**src/rtl/aes_stream_pkg.sv**
```systemverilog
// ---------------------------------------------------------------------------
// aes_stream_pkg
// Shared definitions for the AES stream adapters that sit between the AES
// core and the HWPE streamer (block packer / block unstacker).
//   AES_BLOCK_W   : width of one AES block (default block width parameter)
//   AES_WORD_W    : width of one streamer word (default word width parameter)
//   unstk_state_e : state encoding of the block unstacker
// ---------------------------------------------------------------------------
package aes_stream_pkg;

  localparam int AES_BLOCK_W = 128;
  localparam int AES_WORD_W  = 32;

  typedef enum logic {
    UNSTK_IDLE,
    UNSTK_EMIT
  } unstk_state_e;

endpackage

```
**src/rtl/block_unstacker_if.sv**
```systemverilog
// ---------------------------------------------------------------------------
// block_unstacker_if
// Bundles both handshake sides of the block unstacker.
//   valid_i / ready_o / block_i : incoming 128-bit block stream
//   valid_o / ready_i / word_o  : outgoing 32-bit word stream
//   last_o                      : marks the final word of each block
// Modports:
//   slave  : unstacker side (consumes blocks, produces words)
//   master : environment side (produces blocks, consumes words)
// ---------------------------------------------------------------------------
interface block_unstacker_if
  import aes_stream_pkg::*;
#(
  parameter int BLOCK_W = AES_BLOCK_W,
  parameter int WORD_W  = AES_WORD_W
) ();

  logic               valid_i;
  logic               ready_o;
  logic [BLOCK_W-1:0] block_i;
  logic               valid_o;
  logic               ready_i;
  logic [WORD_W-1:0]  word_o;
  logic               last_o;

  modport slave (
    input  valid_i, block_i, ready_i,
    output ready_o, valid_o, word_o, last_o
  );

  modport master (
    output valid_i, block_i, ready_i,
    input  ready_o, valid_o, word_o, last_o
  );

endinterface

```
**src/rtl/block_unstacker.sv**
```systemverilog
// ---------------------------------------------------------------------------
// block_unstacker
// Splits each 128-bit AES result block into a stream of 32-bit words, MSB
// word first, for the HWPE streamer sink. Inverse of the word-to-block packer.
// Ports:
//   clk_i    : clock
//   rst_ni   : asynchronous active-low reset
//   clr_i    : synchronous clear, returns to the reset state (beats enable_i)
//   enable_i : global enable, low freezes all state and blocks handshakes
//   bus      : block_unstacker_if.slave (block in, word out, last_o)
// Configuration:
//   BLOCK_UNSTACKER_PREFETCH_EN : adds a one-block pending slot so the next
//   block can be taken during emission, giving zero-bubble throughput.
// ---------------------------------------------------------------------------
module block_unstacker
  import aes_stream_pkg::*;
#(
  parameter int BLOCK_W = AES_BLOCK_W,
  parameter int WORD_W  = AES_WORD_W
) (
  input  logic              clk_i,
  input  logic              rst_ni,
  input  logic              clr_i,
  input  logic              enable_i,
  block_unstacker_if.slave  bus
);

  localparam int NWORDS = BLOCK_W / WORD_W;
  localparam int CNT_W  = $clog2(NWORDS);
  localparam logic [CNT_W-1:0] LAST_CNT = CNT_W'(NWORDS - 1);

  unstk_state_e       state_q, state_d;
  logic [BLOCK_W-1:0] buf_q, buf_d;
  logic [CNT_W-1:0]   cnt_q, cnt_d;
`ifdef BLOCK_UNSTACKER_PREFETCH_EN
  logic [BLOCK_W-1:0] pend_q, pend_d;
  logic               pend_v_q, pend_v_d;
`endif

  logic              in_hs;
  logic              out_hs;
  logic              last_word;
  logic [WORD_W-1:0] word_sel;

  // Handshake qualifiers come from registered state only, so there is no
  // combinational path from ready_i back to ready_o.
  assign bus.valid_o = enable_i & (state_q == UNSTK_EMIT);
`ifdef BLOCK_UNSTACKER_PREFETCH_EN
  assign bus.ready_o = enable_i & ~pend_v_q;
`else
  assign bus.ready_o = enable_i & (state_q == UNSTK_IDLE);
`endif

  assign in_hs      = bus.valid_i & bus.ready_o;
  assign out_hs     = bus.valid_o & bus.ready_i;
  assign last_word  = (cnt_q == LAST_CNT);
  assign bus.last_o = bus.valid_o & last_word;

  // Word k sits at the top of the block minus k words; buf_q is zero when no
  // block is held, so word_o naturally reads zero then.
  always_comb begin
    word_sel = '0;
    for (int k = 0; k < NWORDS; k++) begin
      if (cnt_q == CNT_W'(k)) word_sel = buf_q[BLOCK_W-1-k*WORD_W -: WORD_W];
    end
  end
  assign bus.word_o = word_sel;

  // Next-state logic. With the pending slot, a block arriving during the last
  // word handshake bypasses pend and goes straight to buf.
  always_comb begin
    state_d = state_q;
    buf_d   = buf_q;
    cnt_d   = cnt_q;
`ifdef BLOCK_UNSTACKER_PREFETCH_EN
    pend_d   = pend_q;
    pend_v_d = pend_v_q;
`endif
    if (clr_i) begin
      state_d = UNSTK_IDLE;
      buf_d   = '0;
      cnt_d   = '0;
`ifdef BLOCK_UNSTACKER_PREFETCH_EN
      pend_d   = '0;
      pend_v_d = 1'b0;
`endif
    end else if (enable_i) begin
      case (state_q)
        UNSTK_IDLE: begin
          if (in_hs) begin
            buf_d   = bus.block_i;
            cnt_d   = '0;
            state_d = UNSTK_EMIT;
          end
        end
        UNSTK_EMIT: begin
`ifdef BLOCK_UNSTACKER_PREFETCH_EN
          if (in_hs) begin
            pend_d   = bus.block_i;
            pend_v_d = 1'b1;
          end
`endif
          if (out_hs) begin
            if (!last_word) begin
              cnt_d = cnt_q + 1'b1;
            end else begin
              cnt_d = '0;
`ifdef BLOCK_UNSTACKER_PREFETCH_EN
              if (pend_v_q) begin
                buf_d    = pend_q;
                pend_v_d = 1'b0;
              end else if (in_hs) begin
                buf_d    = bus.block_i;
                pend_v_d = 1'b0;
              end else begin
                buf_d   = '0;
                state_d = UNSTK_IDLE;
              end
`else
              buf_d   = '0;
              state_d = UNSTK_IDLE;
`endif
            end
          end
        end
      endcase
    end
  end

  always_ff @(posedge clk_i or negedge rst_ni) begin
    if (!rst_ni) begin
      state_q <= UNSTK_IDLE;
      buf_q   <= '0;
      cnt_q   <= '0;
`ifdef BLOCK_UNSTACKER_PREFETCH_EN
      pend_q   <= '0;
      pend_v_q <= 1'b0;
`endif
    end else begin
      state_q <= state_d;
      buf_q   <= buf_d;
      cnt_q   <= cnt_d;
`ifdef BLOCK_UNSTACKER_PREFETCH_EN
      pend_q   <= pend_d;
      pend_v_q <= pend_v_d;
`endif
    end
  end

endmodule

```
**src/flat_wrapper.sv**
```systemverilog
// flat-port wrapper written by rule: the top's interface ports become plain ports
module block_unstacker_flat import aes_stream_pkg::*;
#(
  parameter int BLOCK_W = AES_BLOCK_W,
  parameter int WORD_W  = AES_WORD_W
)
  (clk_i, rst_ni, clr_i, enable_i, bus_valid_i, bus_block_i, bus_ready_i, bus_ready_o, bus_valid_o, bus_word_o, bus_last_o);
  block_unstacker_if #(.BLOCK_W(BLOCK_W), .WORD_W(WORD_W)) bus_i ();
  input  logic clk_i;
  input  logic rst_ni;
  input  logic clr_i;
  input  logic enable_i;
  input wire logic [$bits(bus_i.valid_i)-1:0] bus_valid_i;
  input wire logic [$bits(bus_i.block_i)-1:0] bus_block_i;
  input wire logic [$bits(bus_i.ready_i)-1:0] bus_ready_i;
  output wire logic [$bits(bus_i.ready_o)-1:0] bus_ready_o;
  output wire logic [$bits(bus_i.valid_o)-1:0] bus_valid_o;
  output wire logic [$bits(bus_i.word_o)-1:0] bus_word_o;
  output wire logic [$bits(bus_i.last_o)-1:0] bus_last_o;
  assign bus_i.valid_i = bus_valid_i;
  assign bus_i.block_i = bus_block_i;
  assign bus_i.ready_i = bus_ready_i;
  assign bus_ready_o = bus_i.ready_o;
  assign bus_valid_o = bus_i.valid_o;
  assign bus_word_o = bus_i.word_o;
  assign bus_last_o = bus_i.last_o;
  block_unstacker #(.BLOCK_W(BLOCK_W), .WORD_W(WORD_W)) u_core (.clk_i(clk_i), .rst_ni(rst_ni), .clr_i(clr_i), .enable_i(enable_i), .bus(bus_i));
endmodule
```
**config.mk**
```make
export PLATFORM = sky130hd
export DESIGN_NAME = block_unstacker_flat
export DESIGN_NICKNAME = d
export VERILOG_FILES = /design/src/rtl/aes_stream_pkg.sv /design/src/rtl/block_unstacker_if.sv /design/src/rtl/block_unstacker.sv /design/src/flat_wrapper.sv
export SDC_FILE = /design/constraint.sdc
export NUM_CORES = 1
export LEC_CHECK = 0
export BUFFER_PORTS_ARGS = -buffer_cell sky130_fd_sc_hd__buf_2
export CAP_MARGIN = 20
export CORE_MARGIN = 3
export CORE_UTILIZATION = 56
export CTS_BUF_LIST = sky130_fd_sc_hd__clkbuf_4 sky130_fd_sc_hd__clkbuf_8 sky130_fd_sc_hd__clkbuf_16
export CTS_CLUSTER_SIZE = 40
export DETAILED_ROUTE_END_ITERATION = 8
export PLACE_DENSITY = 0.85
export SLEW_MARGIN = 20
export SYNTH_ARGS = -nofsm -noshare
export SYNTH_HDL_FRONTEND = slang
export SYNTH_SLANG_ARGS = --single-unit
```
**constraint.sdc**
```tcl
create_clock -name clk_i -period 2.48 [get_ports clk_i]
set_clock_uncertainty 0.05 [all_clocks]
set_input_delay 0.124 -clock clk_i [delete_from_list [all_inputs] [get_ports clk_i]]
set_output_delay 0.124 -clock clk_i [all_outputs]
set_load 0.02 [all_outputs]
```
# Yosys cells after proc, flatten, opt, wreduce, memory -nomap -nowiden
# Cells that the tools add are included.
totals:
  inputBits: 134
  word_cells: 42
  out_inout_bits: 35
  register_bits: 131
op_classes:
  bitwise: 6
  add_sub_neg: 1
  reduce_logical: 4
  n_eq_ne: 6
  mux: 22
ops:
  columns: ["cell", "count"]
  rows:
  - ["$mux W128", 5]
  - ["$pmux W128 S2", 1]
  - ["$mux W32", 4]
  - ["$mux W2", 5]
  - ["$ne A3 B3 Y1 const B", 2]
  - ["$and A1 B1 Y1", 5]
  - ["$mux W1", 5]
  - ["$eq A2 B2 Y1 const B", 2]
  - ["$pmux W2 S2", 1]
  - ["$reduce_and A4 Y1", 1]
  - ["$ne A3 B2 Y1 const B", 1]
  - ["$reduce_and A3 Y1", 1]
  - ["$add A2 B1 Y2 const B", 1]
  - ["$eq A2 B1 Y1 const B", 1]
  - ["$logic_not A2 Y1", 1]
  - ["$pmux W1 S2", 1]
  - ["$reduce_bool A2 Y1", 1]
  - ["$not A1 Y1", 1]

# Logic depth before layout (Yosys ltp)
# Gate-level depths: netlist (run 1).
logic_depth:
  ltp_word: 7
  depth_mapped: 7
  ltp_nobuf: 5

# Least setup slack after synthesis (run 1)
# Ideal clock, no wire load.
synth_timing:
  path_type: "reg2out"
  startpoint: "register u_core.cnt_q[1]"
  endpoint: "output bus_word_o[10]"
  slack_ns: 0.770
  path_buffers: 2
  stages_incl_launch_ff: 8
  t_arrival_ns: 1.536
  required_time_ns: 2.306
  cell_sequence: "dfrtp_1 inv_1 ha_1 clkbuf_1 buf_1 a21oi_1 o21ai_0 a22o_1"
synth_via:
  elab_chain_len: 5
  word_cells_on_any_way: 8
  cone_classes: "3 x eq/ne; 4 x mux; 1 x reduce/logical"
synth_lines:
  columns: ["item", "line", "source"]
  rows:
  - ["start: declaration", "block_unstacker.sv:34", "logic [CNT_W-1:0] cnt_q, cnt_d;"]
  - ["start signal: assignment", "block_unstacker.sv:142", "cnt_q <= cnt_d;"]
  - ["$logic_not A2 Y1", "block_unstacker.sv:64", "if (cnt_q == CNT_W'(k)) word_sel = buf_q[BLOCK_W-1-k*WORD_W -: WORD_W];"]
  - ["$mux W32 (3 in series)", "block_unstacker.sv:64", null]
  - ["$mux W32 *", "block_unstacker.sv:64", null]
  - ["end: declaration", "flat_wrapper.sv:18", "output wire logic [$bits(bus_i.word_o)-1:0] bus_word_o;"]
# Every way passes the cells marked *; elsewhere a longest branch is shown, timed or not.

# Worst setup path after layout (run 1)
layout_timing:
  startpoint: "register u_core.cnt_q[1]"
  endpoint: "output bus_word_o[18]"
# Same word-level chain as after synthesis.

==> run metrics, run 1 <==
deepest level of the CTS H-tree=4; proportion of total power due to net switching=0.238; die width=110 µm; standard cell core area=10,400 µm²; capturing point of the worst reg2reg path=u_core.buf_q[69]; clk sink count=131; Routed Antenna Nets=0; most common cell after layout, fill and taps aside=sky130_fd_sc_hd__buf_2; leakage power total=4.28 nW; share of synthesized area occupied by flip-flops and latches=0.544; largest net degree at the start of global routing=74; transition time at the pin with the least slew margin=819 ps; worst max-slew margin expressed relative to the limit=0.454; fraction of final layout cells sized beyond drive strength 1=0.289; Starting Density=0.579; overall power of the completed layout=0.00572 W; post-placement worst setup slack=459 ps; relative contribution of the clock network to total power=0.474; register-to-register setup slack=560 ps; detailed-router iteration count before antenna repair=7; Final Hold Viols=0; Yosys warning count=0; Peak VDD IR=617 µV; arrival time at the worst endpoint=2210 ps; commonest cells after routing, fill and taps aside=sky130_fd_sc_hd__buf_2 (167), sky130_fd_sc_hd__a22o_1 (144), sky130_fd_sc_hd__dlygate4sd3_1 (134); crit share post-route=0.962; share of power burned in combinational logic=0.123; run status=complete, no violations; total CTS buffers=17; master of the slowest instance on the critical path=sky130_fd_sc_hd__dfrtp_1; final instance count without filler cells=960; maxcap violations=0; Layout Area Growth over Synthesis=46.6%; number of DRC violations after detailed routing=0; number of instances in the synthesized netlist=528; antenna violations before repair=0; std cell rows=37; root buffer cell=sky130_fd_sc_hd__clkbuf_8; clock buffer depth=2; Setup crit start kind=register; crit path capture type=output pin; design internal power=0.00436 W; Setup violations, final=0; sum of net half-perimeters after detailed placement=10,100 µm; io pins=169; antenna diode count=0; TritonCTS clock tree=yes; number of global-route vias before repair=5,849; end point of the critical path=bus_word_o[18]; count of distinct cell types in the synthesized netlist=23; global-route wire length before repair=29,900 µm; hold slack=50.7 ps; final critical path time including I/O delays and setup=2390 ps; worst reg2reg path startpoint=u_core.state_q; average wire per cell in the routed design=20.7 µm; number of cells on the worst reg-to-reg path=4; source-to-sink clock delay at the later pin of the worst-skew pair=520 ps; min-delay worst type=in2reg; power spent charging and discharging nets=0.00136 W; cells traversed along the worst timing path=inv_1, ha_1, buf_6, nand2_1, o21ai_0, a22o_1, buf_2; area of the mapped netlist=6030 µm²; routed via count divided by cell count=6.01; max-slew violation count=0; start point of the critical path=u_core.cnt_q[1]; post-synthesis sequential element count=131; height of the die=110 µm; top achievable clock speed=419 MHz; wirelength, routed=19,900 µm; Total Die Area=12,000 µm²; starting DRC count in detailed routing=502; type of the worst setup path=reg2out; Total Nets Final=949; fraction of power consumed by sequential logic=0.404; global placer's final weighted congestion=0.900; Remaining Overflow, GRT=0; post-synthesis net count=666; worst endpoint required time=2310 ps; clock transition at the registers of the reported paths=60 ps; final setup margin=93.6 ps; maximum fanout encountered on the critical timing path=14; # port buffers=168; mean area per synthesized cell=11.4 µm²; power density cells=647 nW/µm²; final core utilization=0.849; total instance count after detailed placement=793; Vias=5,772; Tot GR Track Use=0.333; delay of the slowest critical-path stage=450 ps
## flip-flops by register name, summed over array words and instances, names as in the netlist
name / count
u_core.buf_q: 128
u_core.cnt_q: 2
u_core.state_q: 1
## layout make-up
type / instances / area (µm²)
Fill cell: 548 / 1580
Inverter: 35 / 131
Timing Repair Buffer: 317 / 2380
Sequential cell: 131 / 3280
Multi-Input combinational cell: 309 / 2240
Tap cell: 136 / 170
Clock inverter: 14 / 210
Clock buffer: 18 / 428
## per-stage QoR
stage                     setup TNS, ps  area (µm²)
final                                 0        8840
after global routing              -97.7        8840
after CTS                             0        8800
after detailed placement              0        6800
after global placement                0        6800
after floorplan                       0        6030
## per-layer routing
metal / up-vias / GRT usage / share of wire
met1: 2819 / 0.384 / 0.36
met3: 77 / 0.0834 / 0.073
met2: 349 / 0.574 / 0.52
met4: 0 / 0.168 / 0.038
li1: 2527 / - / -
met5: - / 0 / 0
## synthesized netlist by cell type
cell | count | area share
sky130_fd_sc_hd__ha_1 | 4 | 0.0083
sky130_fd_sc_hd__nand4_1 | 1 | 0.0010
sky130_fd_sc_hd__a311oi_4 | 1 | 0.0044
sky130_fd_sc_hd__mux2i_1 | 1 | 0.0017
sky130_fd_sc_hd__a22o_2 | 16 | 0.027
sky130_fd_sc_hd__and3b_1 | 1 | 0.0015
sky130_fd_sc_hd__inv_1 | 35 | 0.022
sky130_fd_sc_hd__and3_1 | 1 | 0.0010
sky130_fd_sc_hd__nand3_1 | 1 | 0.00083
sky130_fd_sc_hd__buf_1 | 5 | 0.0031
sky130_fd_sc_hd__and4b_1 | 1 | 0.0017
sky130_fd_sc_hd__dfrtp_1 | 131 | 0.54
sky130_fd_sc_hd__o21ai_0 | 34 | 0.028
sky130_fd_sc_hd__a22o_1 | 144 | 0.21
sky130_fd_sc_hd__nor2b_1 | 1 | 0.0010
sky130_fd_sc_hd__buf_6 | 4 | 0.0075
sky130_fd_sc_hd__buf_12 | 11 | 0.037
sky130_fd_sc_hd__clkbuf_1 | 19 | 0.012
sky130_fd_sc_hd__and2_1 | 1 | 0.0010
sky130_fd_sc_hd__buf_2 | 14 | 0.012
sky130_fd_sc_hd__nand2_1 | 33 | 0.021
sky130_fd_sc_hd__a21oi_1 | 67 | 0.056
sky130_fd_sc_hd__nor2_1 | 2 | 0.0012
## power groups by stage
| stage | logic (W) | registers, W | clock network [W] |
|---|---|---|---|
| after floorplan | 0.000320 | 0.00232 | 0 |
| after global placement | 0.000491 | 0.00233 | 0 |
| after detailed placement | 0.000505 | 0.00234 | 0 |
| after CTS | 0.000675 | 0.00230 | 0.00272 |
| after global routing | 0.000751 | 0.00231 | 0.00283 |
| final | 0.000702 | 0.00231 | 0.00271 |
## critical path, delay by kind of cell (launching register included)
family / cells / cell delay, ps
buffers and inverters: 3 / 520
DFF: 1 / 450
AOI/OAI and AO/OA: 2 / 390
adders and majority gates: 1 / 250
and+or+nand+nor: 1 / 80
## worst min path at each step
| stage | startpoint | slack [ps] | end | cells after the start |
|---|---|---|---|---|
| after global routing | bus_ready_i | 60 | u_core.cnt_q[0] | 4 |
| after global placement | rst_ni | 210 | u_core.buf_q[32] | 1 |
| after detailed placement | rst_ni | 210 | u_core.buf_q[0] | 1 |
| after CTS | bus_ready_i | 30 | u_core.cnt_q[0] | 4 |
| final | bus_ready_i | 50 | u_core.cnt_q[0] | 4 |
| after floorplan | rst_ni | -220 | u_core.buf_q[0] | 0 |
## timing repair
action	4_1_cts	5_1_grt
gates resized for setup	3	10
hold buffers	134	0
hold endpoints to repair	192	0
endpoints found under the setup margin	17	22
buffers inserted	0	1
## cell families after synthesis
kind of cell	Yosys count	synth area share
flops	131	0.544
compound gates	262	0.324
simple gates	42	0.0299
buf+inv	88	0.0924
fa+ha+maj	4	0.00830
mux	1	0.00166
No activity file was read; power rests on OpenSTA's default activity.
==> run 2: changes to the inputs <==
--- a/config.mk
+++ b/config.mk
@@ -8,11 +8,11 @@
 export BUFFER_PORTS_ARGS = -buffer_cell sky130_fd_sc_hd__buf_2
 export CAP_MARGIN = 20
 export CORE_MARGIN = 3
-export CORE_UTILIZATION = 56
+export CORE_UTILIZATION = 30
 export CTS_BUF_LIST = sky130_fd_sc_hd__clkbuf_4 sky130_fd_sc_hd__clkbuf_8 sky130_fd_sc_hd__clkbuf_16
 export CTS_CLUSTER_SIZE = 40
 export DETAILED_ROUTE_END_ITERATION = 8
-export PLACE_DENSITY = 0.85
+export PLACE_DENSITY = 0.51
 export SLEW_MARGIN = 20
 export SYNTH_ARGS = -nofsm -noshare
 export SYNTH_HDL_FRONTEND = slang
==> run 2 against run 1 <==
Effect of this change: global-route usage shrank 16 points; cell area is 1.1% higher; largest power group unchanged; routed wire length decreased by 5.1%; largest cell class unchanged; combinational power fell by 2%; critical endpoint is now bus_word_o[0].
==> run metrics, run 2 (synthesized netlist as in run 1, its figures left out) <==
detailed-router iteration count before antenna repair=4 (was 7); register containing the most flip-flops in the final layout=u_core.buf_q (unchanged); Routed Antenna Nets=0 (unchanged); largest registers ranked by flip-flop count=u_core.buf_q (128), u_core.cnt_q (2), u_core.state_q (1) (unchanged); wirelength, routed=18,900 µm (was 19,900 µm); die width=148 µm (was 110 µm); worst max-slew margin expressed relative to the limit=0.625 (was 0.454); Final Hold Viols=0 (unchanged); run status=complete, no violations (unchanged); Remaining Overflow, GRT=0 (unchanged); Total Nets Final=944 (was 949); total CTS buffers=17 (unchanged); number of instances resized during post-cts repair=0 (was 3); Peak VDD IR=385 µV (was 617 µV); number of fill cells in the layout=1,816 (was 548); Setup crit start kind=register (unchanged); fraction of final layout cells sized beyond drive strength 1=0.284 (was 0.289); worst hold path stage count=4 (unchanged); met1 Track Usage GR=0.226 (was 0.384); number of global-route vias before repair=5,658 (was 5,849); standard cell core area=19,600 µm² (was 10,400 µm²); Tot GR Track Use=0.173 (was 0.333); transition time at the pin with the least slew margin=563 ps (was 819 ps); Total Die Area=21,800 µm² (was 12,000 µm²); # port buffers=168 (unchanged); flip-flop count of the largest register, all copies and words added=128 (unchanged); most common cell after layout, fill and taps aside=sky130_fd_sc_hd__buf_2 (unchanged); Vias=5,359 (was 5,772); crit share post-route=0.918 (was 0.962); source-to-sink clock delay at the later pin of the worst-skew pair=410 ps (was 520 ps); worst endpoint required time=2310 ps (about the same); overall power of the completed layout=0.00573 W (was 0.00572 W); Layout Area Growth over Synthesis=48.2% (was 46.6%); TritonCTS clock tree=yes (unchanged); antenna violations before repair=0 (unchanged); Setup violations, final=0 (unchanged); clock buffer depth=2 (unchanged); top achievable clock speed=439 MHz (was 419 MHz); number of buffers inserted to repair setup after CTS=0 (unchanged); number of DRC violations after detailed routing=0 (unchanged); deepest level of the CTS H-tree=4 (unchanged); height of the die=148 µm (was 110 µm); maximum fanout encountered on the critical timing path=59 (was 14); met2 GRT Util=0.289 (was 0.574); root buffer cell=sky130_fd_sc_hd__clkbuf_16 (was sky130_fd_sc_hd__clkbuf_8); sum of net half-perimeters after detailed placement=11,300 µm (was 10,100 µm); average wire per cell in the routed design=17.4 µm (was 20.7 µm); arrival time at the worst endpoint=2100 ps (was 2210 ps); commonest cells after routing, fill and taps aside=sky130_fd_sc_hd__buf_2 (167), sky130_fd_sc_hd__a22o_1 (144), sky130_fd_sc_hd__dlygate4sd3_1 (132) (was sky130_fd_sc_hd__buf_2 (167), sky130_fd_sc_hd__a22o_1 (144), sky130_fd_sc_hd__dlygate4sd3_1 (134)); type of the worst setup path=reg2out (unchanged); leakage power total=4.27 nW (was 4.28 nW); largest net degree at the start of global routing=79 (was 74); clk sink count=131 (unchanged); antenna diode count=0 (unchanged); starting DRC count in detailed routing=241 (was 502); std cell rows=51 (was 37); final critical path time including I/O delays and setup=2280 ps (was 2390 ps); Post-CTS Hold Buffers=132 (was 134); power density cells=642 nW/µm² (was 647 nW/µm²); global placer's final weighted congestion=0.818 (was 0.900); setup_tns=0 ps (unchanged); maxcap violations=0 (unchanged); crit path capture type=output pin (unchanged); max-slew violation count=0 (unchanged); clock transition at the registers of the reported paths=60 ps (about the same); min-delay worst type=in2reg (unchanged); global-route wire length before repair=30,000 µm (was 29,900 µm); met3 usage=0.0448 (was 0.0834); RSZ-0062 raised after global routing=false; number of cells on the worst reg-to-reg path=4 (unchanged); global route hottest layer=met2 (unchanged); routed via count divided by cell count=4.94 (was 6.01); io pins=169 (unchanged); Starting Density=0.308 (was 0.579)
run 2: changes by cell type in the layout (fill, tap and decap cells not counted), sizes merged:
| cell | delta |
|---|---|
| buf | -3 |
| bufinv | -1 |
| dlygate4sd3 | -2 |
| clkbuf | +5 |
| clkinv | -1 |
| clkinvlp | -3 |
run 2: critical path, stage by stage (launching register included):
cell,delay [ps]
sky130_fd_sc_hd__dfrtp_1,410
sky130_fd_sc_hd__inv_1,120
sky130_fd_sc_hd__ha_2,260
sky130_fd_sc_hd__buf_12,300
sky130_fd_sc_hd__a21oi_1,90
sky130_fd_sc_hd__o21ai_0,140
sky130_fd_sc_hd__a22o_1,190
sky130_fd_sc_hd__buf_2,170
run 2: final timing paths:
path	slack (ps)	end	startpoint
max	200	bus_word_o[0]	u_core.cnt_q[0]
min	100	u_core.cnt_q[0]	bus_valid_i
max reg2reg	570	u_core.buf_q[16]	u_core.state_q
min reg2reg	450	u_core.buf_q[93]	u_core.buf_q[93]
max in group asynchronous	1430	u_core.buf_q[101]	rst_ni
min in group asynchronous	190	u_core.buf_q[36]	rst_ni
run 2: power by group:
part / internal (W) / leakage (nW) / switching (W) / total, W
Combinational: 0.000360 / 2.15 / 0.000325 / 0.000685
Clock: 0.00182 / 0.326 / 0.000924 / 0.00275
Sequential: 0.00224 / 1.79 / 0.0000612 / 0.00230
run 2: metal layers:
| layer | part of all wire | vias to the layer above | wire [µm] |
|---|---|---|---|
| li1 | - | 2514 | - |
| met1 | 0.45 | 2681 | 8520 |
| met2 | 0.49 | 150 | 9210 |
| met3 | 0.050 | 14 | 944 |
| met4 | 0.011 | 0 | 203 |
| met5 | 0 | - | 0 |
run 2: layout make-up:
class                           count  area, µm²  share of cell area
Clock buffer                       23        502              0.0562
Sequential cell                   131       3280               0.367
Inverter                           35        131              0.0147
Tap cell                          265        332              0.0371
Timing Repair Buffer              312       2330               0.261
Clock inverter                      9        149              0.0167
Multi-Input combinational cell    309       2210               0.247
run 2: through the flow:
stage | cell area, µm² | setup WS, ps | instances | hold WS [ps] | utilization
finish | 8930 | 204 | 1084 | 104 | 0.456
global route | 8930 | 72.2 | 1084 | 131 | 0.456
floorplan | 6030 | 770 | 528 | -222 | -
global placement | 6960 | 659 | 920 | 78.8 | 0.355
detailed placement | 6960 | 630 | 920 | 83.0 | 0.355
CTS | 8930 | 169 | 1084 | 50.7 | 0.456
